[src/rtl/decode_stage_if.sv]
// -----------------------------------------------------------------------------
// decode_stage_if
//   Bundles the fetch-side and execute-side handshake buses of decode_stage.
//
//   Fetch side (into the stage):
//     in_valid / in_ready   valid/ready handshake for one instruction
//     in_instr              raw 32-bit instruction word
//     in_pc                 PC of in_instr (XLEN wide)
//   Execute side (out of the stage):
//     out_valid / out_ready valid/ready handshake for one decoded bundle
//     out_pc ... out_illegal decoded fields
//
//   Modports:
//     master  the environment around the stage (fetch driver + execute sink)
//     slave   the decode stage itself
// -----------------------------------------------------------------------------
interface decode_stage_if #(
    parameter int unsigned XLEN = 32
) ();

    logic            in_valid;
    logic            in_ready;
    logic [31:0]     in_instr;
    logic [XLEN-1:0] in_pc;

    logic            out_valid;
    logic            out_ready;
    logic [XLEN-1:0] out_pc;
    logic [5:0]      out_fmt;
    logic [6:0]      out_opcode;
    logic [2:0]      out_funct3;
    logic [6:0]      out_funct7;
    logic [4:0]      out_rd;
    logic [4:0]      out_rs1;
    logic [4:0]      out_rs2;
    logic            out_rd_we;
    logic [XLEN-1:0] out_imm;
    logic            out_illegal;

    modport master (
        output in_valid, in_instr, in_pc, out_ready,
        input  in_ready, out_valid, out_pc, out_fmt, out_opcode, out_funct3, out_funct7,
               out_rd, out_rs1, out_rs2, out_rd_we, out_imm, out_illegal
    );

    modport slave (
        input  in_valid, in_instr, in_pc, out_ready,
        output in_ready, out_valid, out_pc, out_fmt, out_opcode, out_funct3, out_funct7,
               out_rd, out_rs1, out_rs2, out_rd_we, out_imm, out_illegal
    );

endinterface

[src/rtl/decode_stage.sv]
// -----------------------------------------------------------------------------
// decode_stage
//   RV32I/RV64I instruction decode stage. Accepts an instruction + PC over a
//   valid/ready handshake, classifies its format (R/I/S/B/U/J), extracts the
//   register and function fields, builds the sign-extended immediate and flags
//   unsupported encodings. The decoded bundle is registered; with SKID_EN=1 a
//   one-entry skid buffer lets in_ready come straight from a flop.
//
//   Parameters:
//     XLEN     width of pc and imm (32 or 64)
//     SKID_EN  1: skid buffer present, in_ready registered
//              0: output register only, in_ready = out_ready | !out_valid
//
//   Ports:
//     clk      clock, rising edge
//     rst_n    asynchronous active-low reset
//     flush    drop everything held or arriving this cycle (branch redirect)
//     bus      decode_stage_if.slave: fetch-side in_* and execute-side out_*
//
//   out_fmt is one-hot {J,U,B,S,I,R}. Illegal encodings carry every field as
//   zero (pc still passes through) and out_illegal=1; they flow like any other.
// -----------------------------------------------------------------------------
module decode_stage #(
    parameter int unsigned XLEN    = 32,
    parameter int unsigned SKID_EN = 1
) (
    input  logic          clk,
    input  logic          rst_n,
    input  logic          flush,
    decode_stage_if.slave bus
);

    localparam logic [6:0] OpLoad   = 7'b0000011;
    localparam logic [6:0] OpOpImm  = 7'b0010011;
    localparam logic [6:0] OpAuipc  = 7'b0010111;
    localparam logic [6:0] OpStore  = 7'b0100011;
    localparam logic [6:0] OpOp     = 7'b0110011;
    localparam logic [6:0] OpLui    = 7'b0110111;
    localparam logic [6:0] OpBranch = 7'b1100011;
    localparam logic [6:0] OpJalr   = 7'b1100111;
    localparam logic [6:0] OpJal    = 7'b1101111;
    localparam logic [6:0] OpSystem = 7'b1110011;

    // One-hot format codes, bit order {J,U,B,S,I,R}
    localparam logic [5:0] FmtR = 6'b000001;
    localparam logic [5:0] FmtI = 6'b000010;
    localparam logic [5:0] FmtS = 6'b000100;
    localparam logic [5:0] FmtB = 6'b001000;
    localparam logic [5:0] FmtU = 6'b010000;
    localparam logic [5:0] FmtJ = 6'b100000;

    typedef struct packed {
        logic [XLEN-1:0] pc;
        logic [5:0]      fmt;
        logic [6:0]      opcode;
        logic [2:0]      funct3;
        logic [6:0]      funct7;
        logic [4:0]      rd;
        logic [4:0]      rs1;
        logic [4:0]      rs2;
        logic            rd_we;
        logic [XLEN-1:0] imm;
        logic            illegal;
    } bundle_t;

    typedef enum logic [1:0] {
        StEmpty,  // output register empty
        StOne,    // output register full, skid empty
        StFull    // output register and skid both full
    } state_e;

    // Every immediate is first formed as a 32-bit value whose bit 31 is the
    // sign, then widened; this keeps RV64 correct without per-format widths.
    function automatic logic [XLEN-1:0] sext32(input logic [31:0] v);
        logic [XLEN-1:0] r;
        r       = {XLEN{v[31]}};
        r[31:0] = v;
        return r;
    endfunction

    function automatic bundle_t decode(input logic [31:0] instr, input logic [XLEN-1:0] pc);
        bundle_t     b;
        logic [31:0] imm32;
        b     = '0;
        imm32 = '0;
        b.pc  = pc;
        // Opcodes all end in 2'b11, so instr[1:0]!=2'b11 falls into default.
        case (instr[6:0])
            OpOp: begin
                b.fmt    = FmtR;
                b.funct3 = instr[14:12];
                b.funct7 = instr[31:25];
                b.rd     = instr[11:7];
                b.rs1    = instr[19:15];
                b.rs2    = instr[24:20];
                b.rd_we  = 1'b1;
            end
            OpLoad, OpOpImm, OpJalr, OpSystem: begin
                b.fmt    = FmtI;
                b.funct3 = instr[14:12];
                b.rd     = instr[11:7];
                b.rs1    = instr[19:15];
                b.rd_we  = 1'b1;
                imm32    = {{20{instr[31]}}, instr[31:20]};
            end
            OpStore: begin
                b.fmt    = FmtS;
                b.funct3 = instr[14:12];
                b.rs1    = instr[19:15];
                b.rs2    = instr[24:20];
                imm32    = {{20{instr[31]}}, instr[31:25], instr[11:7]};
            end
            OpBranch: begin
                b.fmt    = FmtB;
                b.funct3 = instr[14:12];
                b.rs1    = instr[19:15];
                b.rs2    = instr[24:20];
                imm32    = {{19{instr[31]}}, instr[31], instr[7], instr[30:25],
                            instr[11:8], 1'b0};
            end
            OpLui, OpAuipc: begin
                b.fmt   = FmtU;
                b.rd    = instr[11:7];
                b.rd_we = 1'b1;
                imm32   = {instr[31:12], 12'b0};
            end
            OpJal: begin
                b.fmt   = FmtJ;
                b.rd    = instr[11:7];
                b.rd_we = 1'b1;
                imm32   = {{11{instr[31]}}, instr[31], instr[19:12], instr[20],
                           instr[30:21], 1'b0};
            end
            default: begin
                b.illegal = 1'b1;
            end
        endcase
        if (!b.illegal) begin
            b.opcode = instr[6:0];
        end
        b.imm = sext32(imm32);
        return b;
    endfunction

    state_e  state_q, state_d;
    bundle_t out_q, out_d;
    bundle_t skid_q, skid_d;
    bundle_t dec;

    logic in_ready;
    logic out_valid;
    logic in_fire;
    logic out_fire;
    logic load_out_in;
    logic load_out_skid;
    logic load_skid;

    assign dec      = decode(bus.in_instr, bus.in_pc);
    assign in_fire  = bus.in_valid & in_ready;
    assign out_fire = out_valid & bus.out_ready;

    // State register
    always_ff @(posedge clk or negedge rst_n) begin
        if (!rst_n) begin
            state_q <= StEmpty;
        end else begin
            state_q <= state_d;
        end
    end

    // Next-state logic
    always_comb begin
        state_d = state_q;
        if (flush) begin
            // A coincident downstream handshake still completes; only the
            // stage contents are discarded.
            state_d = StEmpty;
        end else begin
            case (state_q)
                StEmpty: begin
                    if (in_fire) begin
                        state_d = StOne;
                    end
                end
                StOne: begin
                    if (in_fire && !out_fire && (SKID_EN != 0)) begin
                        state_d = StFull;
                    end else if (!in_fire && out_fire) begin
                        state_d = StEmpty;
                    end
                end
                StFull: begin
                    if (out_fire) begin
                        state_d = StOne;
                    end
                end
                default: begin
                    state_d = StEmpty;
                end
            endcase
        end
    end

    // Output / control logic
    always_comb begin
        out_valid = (state_q != StEmpty);
        if (SKID_EN != 0) begin
            in_ready = (state_q != StFull);
        end else begin
            in_ready = bus.out_ready | (state_q == StEmpty);
        end
        load_out_in   = !flush && in_fire &&
                        ((state_q == StEmpty) || ((state_q == StOne) && out_fire));
        load_skid     = !flush && in_fire && (state_q == StOne) && !out_fire &&
                        (SKID_EN != 0);
        load_out_skid = !flush && (state_q == StFull) && out_fire;
    end

    // Data registers: the skid entry is always older than anything arriving,
    // so it refills the output register before new input is accepted.
    always_comb begin
        out_d  = out_q;
        skid_d = skid_q;
        if (load_out_in) begin
            out_d = dec;
        end else if (load_out_skid) begin
            out_d = skid_q;
        end
        if (load_skid) begin
            skid_d = dec;
        end
    end

    always_ff @(posedge clk or negedge rst_n) begin
        if (!rst_n) begin
            out_q  <= '0;
            skid_q <= '0;
        end else begin
            out_q  <= out_d;
            skid_q <= skid_d;
        end
    end

    assign bus.in_ready    = in_ready;
    assign bus.out_valid   = out_valid;
    assign bus.out_pc      = out_q.pc;
    assign bus.out_fmt     = out_q.fmt;
    assign bus.out_opcode  = out_q.opcode;
    assign bus.out_funct3  = out_q.funct3;
    assign bus.out_funct7  = out_q.funct7;
    assign bus.out_rd      = out_q.rd;
    assign bus.out_rs1     = out_q.rs1;
    assign bus.out_rs2     = out_q.rs2;
    assign bus.out_rd_we   = out_q.rd_we;
    assign bus.out_imm     = out_q.imm;
    assign bus.out_illegal = out_q.illegal;

endmodule
[src/flat_wrapper.sv]
// flat-port wrapper written by rule: the top's interface ports become plain ports
module decode_stage_flat 
#(
    parameter int unsigned XLEN    = 32,
    parameter int unsigned SKID_EN = 1
)
  (clk, rst_n, flush, bus_in_valid, bus_in_instr, bus_in_pc, bus_out_ready, bus_in_ready, bus_out_valid, bus_out_pc, bus_out_fmt, bus_out_opcode, bus_out_funct3, bus_out_funct7, bus_out_rd, bus_out_rs1, bus_out_rs2, bus_out_rd_we, bus_out_imm, bus_out_illegal);
  decode_stage_if #(.XLEN(XLEN)) bus_i ();
  input  logic clk;
  input  logic rst_n;
  input  logic flush;
  input wire logic [$bits(bus_i.in_valid)-1:0] bus_in_valid;
  input wire logic [$bits(bus_i.in_instr)-1:0] bus_in_instr;
  input wire logic [$bits(bus_i.in_pc)-1:0] bus_in_pc;
  input wire logic [$bits(bus_i.out_ready)-1:0] bus_out_ready;
  output wire logic [$bits(bus_i.in_ready)-1:0] bus_in_ready;
  output wire logic [$bits(bus_i.out_valid)-1:0] bus_out_valid;
  output wire logic [$bits(bus_i.out_pc)-1:0] bus_out_pc;
  output wire logic [$bits(bus_i.out_fmt)-1:0] bus_out_fmt;
  output wire logic [$bits(bus_i.out_opcode)-1:0] bus_out_opcode;
  output wire logic [$bits(bus_i.out_funct3)-1:0] bus_out_funct3;
  output wire logic [$bits(bus_i.out_funct7)-1:0] bus_out_funct7;
  output wire logic [$bits(bus_i.out_rd)-1:0] bus_out_rd;
  output wire logic [$bits(bus_i.out_rs1)-1:0] bus_out_rs1;
  output wire logic [$bits(bus_i.out_rs2)-1:0] bus_out_rs2;
  output wire logic [$bits(bus_i.out_rd_we)-1:0] bus_out_rd_we;
  output wire logic [$bits(bus_i.out_imm)-1:0] bus_out_imm;
  output wire logic [$bits(bus_i.out_illegal)-1:0] bus_out_illegal;
  assign bus_i.in_valid = bus_in_valid;
  assign bus_i.in_instr = bus_in_instr;
  assign bus_i.in_pc = bus_in_pc;
  assign bus_i.out_ready = bus_out_ready;
  assign bus_in_ready = bus_i.in_ready;
  assign bus_out_valid = bus_i.out_valid;
  assign bus_out_pc = bus_i.out_pc;
  assign bus_out_fmt = bus_i.out_fmt;
  assign bus_out_opcode = bus_i.out_opcode;
  assign bus_out_funct3 = bus_i.out_funct3;
  assign bus_out_funct7 = bus_i.out_funct7;
  assign bus_out_rd = bus_i.out_rd;
  assign bus_out_rs1 = bus_i.out_rs1;
  assign bus_out_rs2 = bus_i.out_rs2;
  assign bus_out_rd_we = bus_i.out_rd_we;
  assign bus_out_imm = bus_i.out_imm;
  assign bus_out_illegal = bus_i.out_illegal;
  decode_stage #(.XLEN(XLEN), .SKID_EN(SKID_EN)) u_core (.clk(clk), .rst_n(rst_n), .flush(flush), .bus(bus_i));
endmodule
[config.mk]
export PLATFORM = sky130hd
export DESIGN_NAME = decode_stage_flat
export DESIGN_NICKNAME = d
export VERILOG_FILES = /design/src/rtl/decode_stage_if.sv /design/src/rtl/decode_stage.sv /design/src/flat_wrapper.sv
export SDC_FILE = /design/constraint.sdc
export NUM_CORES = 1
export LEC_CHECK = 0
export ABC_AREA = 1
export CELL_PAD_IN_SITES_DETAIL_PLACEMENT = 0
export CELL_PAD_IN_SITES_GLOBAL_PLACEMENT = 1
export CORE_AREA = 2 2 155 157
export DETAILED_ROUTE_END_ITERATION = 8
export DIE_AREA = 0 0 157 159
export PLACE_DENSITY = 0.93
export RECOVER_POWER = 25
export SETUP_SLACK_MARGIN = 0.1
export SYNTH_ARGS = -nofsm -noshare
export SYNTH_HDL_FRONTEND = slang
export SYNTH_SLANG_ARGS = --single-unit
export TNS_END_PERCENT = 30
[constraint.sdc]
create_clock -name clk -period 4.55 [get_ports clk]
set_clock_uncertainty 0.05 [all_clocks]
set_input_delay 1.1375 -clock clk [delete_from_list [all_inputs] [get_ports clk]]
set_output_delay 1.1375 -clock clk [all_outputs]
set_load 0.01 [all_outputs]
* Yosys cells after proc, flatten, opt, wreduce, memory -nomap -nowiden
Index checks and enable logic that the tools add are counted.
W data, S select, Z words.
** Operators by class
- Equality and inequality tests :: 16
- Multiplexer cells :: 18
- Bitwise gates (word level) :: 2
- Reduce and logical (&&, ||, !) cells :: 23
** Operators with widths (count)
- $mux W104 :: 2
- $pmux W32 S5 :: 1
- $pmux W6 S6 :: 1
- $eq A7 B7 Y1 const B :: 4
- $eq A7 B6 Y1 const B :: 3
- $mux W5 :: 3
- $eq A7 B5 Y1 const B :: 2
- $mux W7 :: 2
- $mux W2 :: 5
- $reduce_or A10 Y1 :: 1
- $logic_and A1 B1 Y1 :: 9
- $reduce_or A8 Y1 :: 1
- $eq A7 B2 Y1 const B :: 1
- $reduce_or A7 Y1 :: 1
- $ne A3 B2 Y1 const B :: 2
- $pmux W2 S3 :: 1
- $ne A4 B2 Y1 const B :: 1
- $reduce_bool A2 Y1 :: 2
- $reduce_or A4 Y1 :: 1
- $logic_not A1 Y1 :: 3
- $mux W3 :: 1
- $reduce_and A3 Y1 :: 1
- $reduce_or A3 Y1 :: 1
- $and A1 B1 Y1 :: 2
- 7 further kinds :: 8
** Storage, ports and cells
- Bits in registers :: 210
- Input port bits :: 69
- Output and inout port bits :: 106
- Logic and storage cells :: 82

* Logic depth before layout (Yosys ltp)
Gate-level depths: netlist of run 1.
- Depth after elaboration :: 8
- Gate-level depth with buffers :: 12
- Gate-level depth less buffers :: 10

* Worst setup path after synthesis of run 1
No wires, ideal clock.
- Path kind :: input-to-reg
- Start point :: input port bus_in_instr[6]
- End point :: register u_core.out_q, in the netlist u_core.bus.out_imm[12]
- Library setup time :: 0.117 ns
- Arrival :: 2.151 ns
- Data required time :: 4.383 ns
- Path slack :: 2.232 ns
- Stages on the path :: 12
- Path buffers :: 2
- Path through :: buf_4 > inv_2 > nor2_1 > nand2_1 > nand2_1 > nand2_1 > nand2_2 > nand2_1 > buf_2 > nand3_1 > nand2_1 > nand2_1
** Between the ends
- Cells in the longest elaborated chain, start to end :: 4
- Elaborated cells on any way between the ends :: 13
- Those cells by class :: eq/ne: 9; mux: 2; reduce/logical: 2
** Ends and longest elaborated chain
- start, declared :: line flat_wrapper.sv:13 : input wire logic [$bits(bus_i.in_instr)-1:0] bus_in_instr;
- $eq A7 B2 Y1, or another cell as far along :: line decode_stage.sv:88 : case (instr[6:0])
- $reduce_or A4 Y1 or $reduce_or A2 Y1 (tied branches)
- $pmux W32 S5 (*) :: line decode_stage.sv:88
- $mux W104 (*) :: line decode_stage.sv:224 : if (load_out_in) begin
- end signal, assigned :: line decode_stage.sv:239 : out_q <= out_d;
- end, declared :: line decode_stage.sv:146 : bundle_t out_q, out_d;
Mark *: on every way between the ends. The rest lies on a longest branch, timed or not.
A chain may end at the register's enable or synchronous reset.

* Final worst setup path of run 1
- Start point :: input port flush
- End point :: register u_core.skid_q[11] (netlist name)
** Between the ends
- Cells in the longest elaborated chain, start to end :: 4
** Ends and longest elaborated chain
- start, declared :: line flat_wrapper.sv:11 : input logic flush;
- $logic_not A1 Y1 :: line decode_stage.sv:214 : load_skid = !flush && in_fire && (state_q == StOne) && !out_fire &&
- $logic_and A1 B1 Y1 (3 in a row) :: line decode_stage.sv:214
- end signal, assigned :: line decode_stage.sv:240 : skid_q <= skid_d;
- end, declared :: line decode_stage.sv:147 : bundle_t skid_q, skid_d;
Every way passes these cells.

==> flow_metrics.py, run 1 <==
metrics = {
    "status": {
        "status": "finished, violations left",
        "violations": "capacitance limit, slew limit",
    },
    "clocking": {
        "clk_pin_slew_ns": 0.06,
        "clock_sinks": 210,
        "htreeDepth": 1,
        "cts_tree": "done",
        "postCtsHoldBufs": 0,
        "cts_made_buffers": 24,
        "insertion_delay_ns": 0.51,
        "cts_setup_buffers": 0,
        "clk_path_buf_depth": 3,
        "cts-resized-gates": 0,
        "root_buffer": "clkbuf_16",
    },
    "layout": {
        "fin_nets": 1404,
        "n_antenna_cell": 0,
        "final_area_um2": 12400,
        "multi_input_comb_area_um2": 3640,
        "filler_cell_count": 2174,
        "drive_gt1_share_pct": 5.99,
        "ff_latch_area_um2": 5260,
        "stdcell_count": 1671,
        "area_growth_pct": 28.5,
    },
    "logic_synthesis": {
        "ys_top_cells_by_area": "dfrtp_1 (55%), nand2_1 (18%), nand3_1 (8.6%)",
        "synth_seq_cells": 210,
        "netlist_area_um2": 9620,
        "synth-async-reset-ratio_pct": 100,
        "synth_top_area_cell": "dfrtp_1",
        "synth_cells": 1194,
        "yosys.cell_types.count": 26,
        "avgSynthCellArea_um2": 8.06,
        "synth-edff-count": 0,
        "synth-main-ff-cell": "dfrtp_1",
        "synth_top_area_share_pct": 54.6,
        "seq_area_frac_synth_pct": 54.6,
        "synth_fp_nets": 1264,
        "ys_warn_count": 0,
    },
    "grt": {
        "grt_max_degree": 83,
        "grt_pass1_wl_um": 44500,
        "gr-total-overflow": 0,
        "grt_pass1_vias": 8341,
        "track_usage_pct": 22.0,
        "antenna_found_initial": 0,
    },
    "flow_run": {
        "maxCapViolCount": 1,
    },
    "placed_design": {
        "gp_congestion": 0.816,
        "place_hpwl_um": 17200,
        "placedCellCount": 1627,
        "place_area_um2": 11500,
        "dp_slack_ns": 0.937,
        "portBuffers": 174,
    },
    "setup_path": {
        "critical_path.endpoint_type": "register",
        "crit_required_ns": 4.95,
        "setup.worst_path.class": "input pin to register",
        "crit_arrival_ns": 3.50,
        "crit_fanout": 49,
        "cp-start-kind": "input pin",
    },
    "routing": {
        "vias_per_cell": 5.07,
        "drt_pass1_iterations": 6,
        "drc": 0,
        "wl_um": 27200,
        "wl_per_cell_um": 16.3,
        "drt-initial-drc-count": 694,
        "antenna_left": 0,
        "vias": 8471,
    },
    "sta": {
        "fin_tns_setup_ns": 0,
        "whs_ns": 0.429,
        "fmax_ghz": 0.323,
        "rsz0062_at_grt": "false",
        "drv_slew": 82,
        "slew_headroom_pct": -39.2,
        "finalSetupViolCount": 0,
        "fin_crit_sh_pct": 68.1,
        "hold_viol_final": 0,
        "fin_ws_ns": 1.45,
        "finalCriticalPeriod_ns": 3.10,
        "worst-slew-pin-transition_ns": 2.09,
    },
    "pwr": {
        "p_per_area_nw_per_um2": 455,
        "peakVddDrop_mv": 0.202,
        "p_leak_nw": 6.12,
    },
    "floorplanning": {
        "core_um2": 23200,
        "die_h_um": 159,
        "fp.dieArea_um2": 25000,
        "floorplan.initialDensity_pct": 41.5,
        "die_x_um": 157,
        "placementRows": 56,
        "io_pins": 175,
    },
    "min_path": {
        "hold_class": "register to register",
    },
}
[registers in the layout (all words and copies together), names as in the netlist]
signal                  count
u_core.bus.out_rs1          5
u_core.bus.out_rd           5
u_core.bus.out_fmt          6
u_core.bus.out_illegal      1
u_core.bus.out_funct7       7
u_core.state_q              2
u_core.bus.out_imm         32
u_core.bus.out_rs2          5
u_core.bus.out_rd_we        1
u_core.bus.out_opcode       7
u_core.bus.out_pc          32
u_core.skid_q             104
u_core.bus.out_funct3       3
[cells in the final DEF (no fill, tap or decap), types with 2 or more instances in the layout]
cell	instances
nand2_1	460
dfrtp_1	210
clkdlybuf4s50_1	172
nand3_1	166
inv_1	98
o21ai_0	68
o211ai_1	52
nor2_1	35
clkbuf_16	25
clkinv_2	10
buf_4	10
nor2_2	6
nand2_2	6
inv_2	5
bufinv_16	3
clkbuf_8	3
a21oi_1	2
nor2_4	2
o21ai_1	2
clkinvlp_4	2
buf_12	2
[worst max-delay path: stages]
cell and delay, ns:
clkdlybuf4s50_1 0.52, nor2_2 0.25, nand3_4 0.34, inv_2 0.72, buf_12 0.30, nand3_1 0.10, nand2_1 0.09
[power by group]
group          total [mW]  leakage, nW  switching, mW  internal, mW
sequential           2.45         2.80          0.196          2.25
combinational        1.17         2.90          0.637         0.533
clock                2.01        0.413          0.784          1.22
[worst paths after layout]
check | startpoint | endpoint | slack, ns | depth (start not counted)
max | flush | u_core.skid_q[11] | 1.45 | 7
min reg2reg | u_core.skid_q[6] | u_core.skid_q[6] | 0.43 | 2
min in group asynchronous | rst_n | u_core.skid_q[100] | 1.20 | 1
min | u_core.skid_q[6] | u_core.skid_q[6] | 0.43 | 2
max in group asynchronous | rst_n | u_core.skid_q[5] | 1.90 | 2
max reg2reg | u_core.state_q[0] | u_core.skid_q[11] | 2.17 | 7
[kinds of logic (layout without fill, tap and decap cells)]
group	count (synthesis)	in the layout	share of synthesized area, %
simple gates	678	678	29.3
flops	210	210	54.6
buf+inv	176	334	7.73
compound gates	128	128	8.14
fa+ha+maj	1	1	0.130
mux	1	1	0.104
[routing by layer]
| layer | vias to the layer above | routed length, um | track usage, % |
|---|---|---|---|
| li1 | 4084 | - | - |
| met1 | 4073 | 12500 | 31.9 |
| met2 | 267 | 12600 | 34.8 |
| met3 | 47 | 1400 | 2.72 |
| met4 | 0 | 640 | 6.09 |
| met5 | - | 0 | 0 |
[cell type report]
| cell class | count | area share, % |
|---|---|---|
| Tap cell | 319 | 3.23 |
| Clock buffer | 29 | 5.43 |
| Timing Repair Buffer | 186 | 14.9 |
| Sequential cell | 210 | 42.5 |
| Clock inverter | 15 | 1.29 |
| Multi-Input combinational cell | 808 | 29.4 |
| Inverter | 104 | 3.17 |
[synth_stat cells, types with 2 or more instances]
cell type,instances
o211ai_1,52
buf_6,6
inv_1,98
clkbuf_1,35
nor2_1,36
buf_2,21
buf_4,3
nor2_2,6
nand2_1,460
dfrtp_1,210
nand2_2,6
buf_1,7
nand3_2,2
o21ai_0,68
o21ai_1,2
a21oi_1,2
inv_2,6
nand3_1,166
[stage by stage]
stage,util [%],power [mW]
floorplan,-,3.04
global placement,49.7,3.61
detailed placement,49.7,3.66
CTS,53.3,5.68
global route,53.3,5.91
finish,53.3,5.62
Note: power is estimated with default switching activity, not from simulation.
==> inputs of run 2 (changes only) <==
- CORE_AREA: 2 2 155 157 -> 2 2 161 163
- DIE_AREA: 0 0 157 159 -> 0 0 163 165
- PLACE_DENSITY: 0.93 -> 0.87
- clock period: 4.55 -> 2.95 ns (I/O delays scaled with it)
==> flow_metrics.py, run 2 (same netlist as run 1, synthesis figures left out) <==
metrics = {
    "status": {
        "status": "finished, violations left",
        "violations": "capacitance limit, slew limit",
    },
    "routing": {
        "wl_um": 27800,
        "wl_per_cell_um": 16.4,
        "drc": 0,
        "drt-initial-drc-count": 730,
        "vias": 8449,
        "antenna_left": 0,
        "drt_pass1_iterations": 5,
        "vias_per_cell": 4.98,
    },
    "setup_path": {
        "critPathMaxStageDelay_ns": 0.56,
        "reg2reg_from": "u_core.state_q[1]",
        "critical_path.endpoint_type": "output port",
        "crit_required_ns": 2.16,
        "crit_fanout": 5,
        "cp-start-kind": "register",
        "crit_chain": "inv_2 -> nand2_1 -> clkdlybuf4s50_1",
        "slowest_stage": "clkdlybuf4s50_1",
        "timing.rr.end": "u_core.bus.out_opcode[3]",
        "r2r_cells": 6,
        "r2r_slack_ns": 1.00,
        "setup.worst_path.class": "register to output port",
        "crit_arrival_ns": 1.69,
    },
    "grt": {
        "grt_max_degree": 83,
        "grt_pass1_vias": 8362,
        "grt_pass1_wl_um": 45000,
        "track_usage_pct": 21.0,
        "antenna_found_initial": 0,
        "gr-total-overflow": 0,
    },
    "flow_run": {
        "maxCapViolCount": 1,
    },
    "clocking": {
        "postCtsHoldBufs": 0,
        "clk_pin_slew_ns": 0.06,
        "clk_path_buf_depth": 3,
        "cts-resized-gates": 0,
        "clock_sinks": 210,
        "root_buffer": "clkbuf_16",
        "cts_made_buffers": 24,
        "htreeDepth": 1,
        "cts_tree": "done",
        "cts_setup_buffers": 0,
        "insertion_delay_ns": 0.51,
    },
    "min_path": {
        "holdPathEnd": "u_core.skid_q[11]",
        "hold_class": "register to register",
        "min_from": "u_core.skid_q[11]",
        "min_path_cells": 2,
    },
    "floorplanning": {
        "fp.dieArea_um2": 26900,
        "die_h_um": 165,
        "floorplan.initialDensity_pct": 38.4,
        "die_x_um": 163,
        "io_pins": 175,
        "placementRows": 58,
        "core_um2": 25000,
    },
    "placed_design": {
        "portBuffers": 174,
        "dp_slack_ns": 0.191,
        "place_hpwl_um": 18000,
        "gp_congestion": 0.819,
    },
    "layout": {
        "largest-register": "u_core.skid_q",
        "utilization_pct": 50.0,
        "final_cell_mix": "nand2_1 (460), dfrtp_1 (210), clkdlybuf4s50_1 (172)",
        "area_growth_pct": 30.0,
        "final_common_cell": "nand2_1",
        "fin_nets": 1420,
        "drive_gt1_share_pct": 6.80,
        "largest_reg_flops": 104,
        "n_antenna_cell": 0,
    },
    "pwr": {
        "p_leak_nw": 6.20,
        "peakVddDrop_mv": 0.243,
        "p_per_area_nw_per_um2": 685,
    },
    "sta": {
        "fin_ws_ns": 0.470,
        "fin_tns_setup_ns": 0,
        "worst-slew-pin-transition_ns": 1.56,
        "fmax_ghz": 0.403,
        "finalSetupViolCount": 0,
        "drv_slew": 58,
        "whs_ns": 0.428,
        "hold_viol_final": 0,
        "rsz0062_at_grt": "false",
        "fin_crit_sh_pct": 84.1,
        "finalCriticalPeriod_ns": 2.48,
        "slew_headroom_pct": -3.74,
    },
}
==> run 2: power by group <==
group | internal (mW) | switching (mW) | total (mW)
combinational | 0.850 | 0.977 | 1.83
clock | 1.80 | 1.17 | 2.97
sequential | 3.47 | 0.300 | 3.77
total | 6.12 | 2.45 | 8.57
==> run 2: final cells by class <==
cell class,count,area (um^2)
clock buffer,35,733
inverter,104,392
sequential,210,5260
timing repair buffer,202,2010
fill,2392,12500
clock inverter,8,65.1
tap,330,413
multi-input combinational,808,3640
==> run 2: worst max path at each step <==
stage                            from                      to  cells past startpoint
floorplan             bus_in_instr[6]  u_core.bus.out_imm[12]                     12
global placement                flush   u_core.bus.out_fmt[1]                      7
detailed placement              flush   u_core.bus.out_fmt[1]                      7
CTS                 u_core.state_q[0]            bus_in_ready                      3
global route                    rst_n  u_core.bus.out_imm[16]                      2
finish              u_core.state_q[0]            bus_in_ready                      3
==> run 2: through the flow <==
step           std cells  area [um^2]  power, mW
2_1_floorplan       1194         9620       4.68
3_3_place_gp        1654        11700       5.61
3_5_place_dp        1654        11700       5.66
4_1_cts             1697        12500       8.67
5_1_grt             1697        12500       9.05
6_report            1697        12500       8.57
==> run 2: routing by layer <==
metal  vias to the layer above  routed length (um)  share of wire, %  GRT usage (%)
li1                       4118                   -                 -              -
met1                      4019               12500                45           29.4
met2                       266               13100                47           34.3
met3                        46                1640               5.9           3.04
met4                         0                 559               2.0           5.59
met5                         -                   0                 0              0
==> run 2: critical path: cells and delay by family (launching register included) <==
kind                   cells  cell delay (ns)
buffers and inverters      2             0.63
DFF                        1             0.42
and+or+nand+nor            1             0.13
==> inputs of run 3 (changes only) <==
- CORE_AREA: 2 2 161 163 -> 2 2 169 171
- DIE_AREA: 0 0 163 165 -> 0 0 171 173
- PLACE_DENSITY: 0.87 -> 0.84
- clock period: 2.95 -> 2.1 ns (I/O delays scaled with it)
==> flow_metrics.py, run 3 (same netlist as run 1, synthesis figures left out) <==
metrics = {
    "clocking": {
        "root_buffer": "clkbuf_16",
        "clk_pin_slew_ns": 0.06,
        "insertion_delay_ns": 0.51,
        "clk_path_buf_depth": 3,
        "cts_made_buffers": 24,
        "cts_tree": "done",
        "htreeDepth": 1,
        "clock_sinks": 210,
    },
    "layout": {
        "n_antenna_cell": 0,
        "multi_input_comb_area_um2": 3640,
        "fin_nets": 1475,
        "utilization_pct": 47.6,
        "final_common_cell": "nand2_1",
        "area_growth_pct": 36.6,
        "drive_gt1_share_pct": 9.92,
        "filler_cell_count": 2663,
        "ff_latch_area_um2": 5260,
        "final_cell_mix": "nand2_1 (460), dfrtp_1 (210), nand3_1 (166)",
        "largest_reg_flops": 104,
        "largest-register": "u_core.skid_q",
    },
    "floorplanning": {
        "floorplan.initialDensity_pct": 34.8,
        "die_h_um": 173,
        "placementRows": 61,
        "core_um2": 27600,
        "io_pins": 175,
        "die_x_um": 171,
        "fp.dieArea_um2": 29600,
    },
    "sta": {
        "hold_viol_final": 0,
        "slew_headroom_pct": 46.9,
        "finalCriticalPeriod_ns": 2.00,
        "rsz0062_at_grt": "true",
        "drv_slew": 0,
        "fin_crit_sh_pct": 95.3,
        "worst-slew-pin-transition_ns": 0.796,
        "finalSetupViolCount": 0,
        "fmax_ghz": 0.500,
    },
    "pwr": {
        "power_frac_seq_pct": 43.0,
        "p_leak_nw": 6.96,
        "clockPowerShare_pct": 35.0,
        "internal-power_mw": 8.78,
        "swShare_pct": 28.6,
        "peakVddDrop_mv": 0.530,
        "netSwitchingPower_mw": 3.51,
        "p_per_area_nw_per_um2": 935,
        "power_mw": 12.3,
        "power_frac_comb_pct": 22.0,
    },
    "routing": {
        "antenna_left": 0,
        "vias_per_cell": 4.87,
        "drc": 0,
        "drt-initial-drc-count": 792,
        "drt_pass1_iterations": 5,
        "wl_per_cell_um": 16.3,
        "wl_um": 29300,
        "vias": 8769,
    },
    "setup_path": {
        "crit_chain": "clkdlybuf4s50_1",
        "crit_family": "buffers and inverters",
        "path_buf_inv": 1,
        "critical_path.endpoint_type": "output port",
        "cp-start-kind": "register",
        "crit_required_ns": 1.52,
        "critPathMaxStageDelay_ns": 0.56,
        "slowest_stage": "clkdlybuf4s50_1",
        "crit_fanout": 2,
        "setup.worst_path.class": "register to output port",
        "crit_arrival_ns": 1.43,
    },
    "placed_design": {
        "place_hpwl_um": 19600,
        "gp_congestion": 0.825,
        "portBuffers": 174,
    },
    "grt": {
        "antenna_found_initial": 0,
        "gr-total-overflow": 0,
        "grt_pass1_wl_um": 47000,
        "grt_pass1_vias": 8691,
        "grt_max_degree": 69,
        "track_usage_pct": 19.8,
    },
    "status": {
        "status": "finished, final reports clean",
    },
    "min_path": {
        "hold_class": "register to register",
    },
    "flow_run": {
        "maxCapViolCount": 0,
    },
}
run 3: path summary, 6_finish.rpt:
path,from,depth (start not counted),slack [ns],end
worst min register to register,u_core.skid_q[23],2,0.43,u_core.skid_q[23]
max in group asynchronous,rst_n,3,0.43,u_core.skid_q[66]
worst min-delay path,u_core.skid_q[23],2,0.43,u_core.skid_q[23]
worst max-delay path,u_core.bus.out_imm[18],1,0.1,bus_out_imm[18]
worst max register to register,u_core.state_q[1],13,0.31,u_core.bus.out_imm[2]
min in group asynchronous,rst_n,2,0.51,u_core.skid_q[69]
run 3: layer usage:
metal  vias up  wire (um)  global-route usage [%]
li1       4234          -                       -
met3        67       1810                    2.70
met1      4158      12900                    27.6
met4         0       1070                    7.13
met2       310      13600                    31.5
met5         -          0                       0
run 3: final cells by class:
class	instances	area share (%)
Clock buffer	36	5.53
Clock inverter	7	0.667
Inverter	104	2.98
Multi-Input combinational cell	808	27.7
Sequential cell	210	40.0
Tap cell	378	3.60
Timing Repair Buffer	257	19.6
run 3: power by group through the flow:
stage | registers (mW) | clock network, mW | logic, mW
CTS | 5.29 | 4.39 | 2.77
floorplan | 5.43 | 0 | 1.15
global placement | 5.34 | 0 | 2.71
detailed placement | 5.36 | 0 | 2.76
global route | 5.38 | 4.57 | 3.01
finish | 5.29 | 4.30 | 2.70
run 3: through the flow:
stage          instance area [um^2]  hold WS, ns  std cells  setup TNS, ns  worst slack, ns
3_5_place_dp                  12300        0.416       1753         -21.47           -0.216
2_1_floorplan                  9620        0.179       1194              0            0.395
3_3_place_gp                  12300        0.412       1753         -19.51           -0.229
4_1_cts                       13100        0.432       1800              0           0.0494
5_1_grt                       13100        0.446       1800              0           0.0545
6_report                      13100        0.429       1800              0           0.0990
run 3: timing repair:
action,CTS,global route
buffers inserted,3,0
hold endpoints to repair,45,0
hold buffers,1,0
resized for setup,22,24
pin swaps,1,0
endpoints found under the setup margin,70,81
cloned,0,0
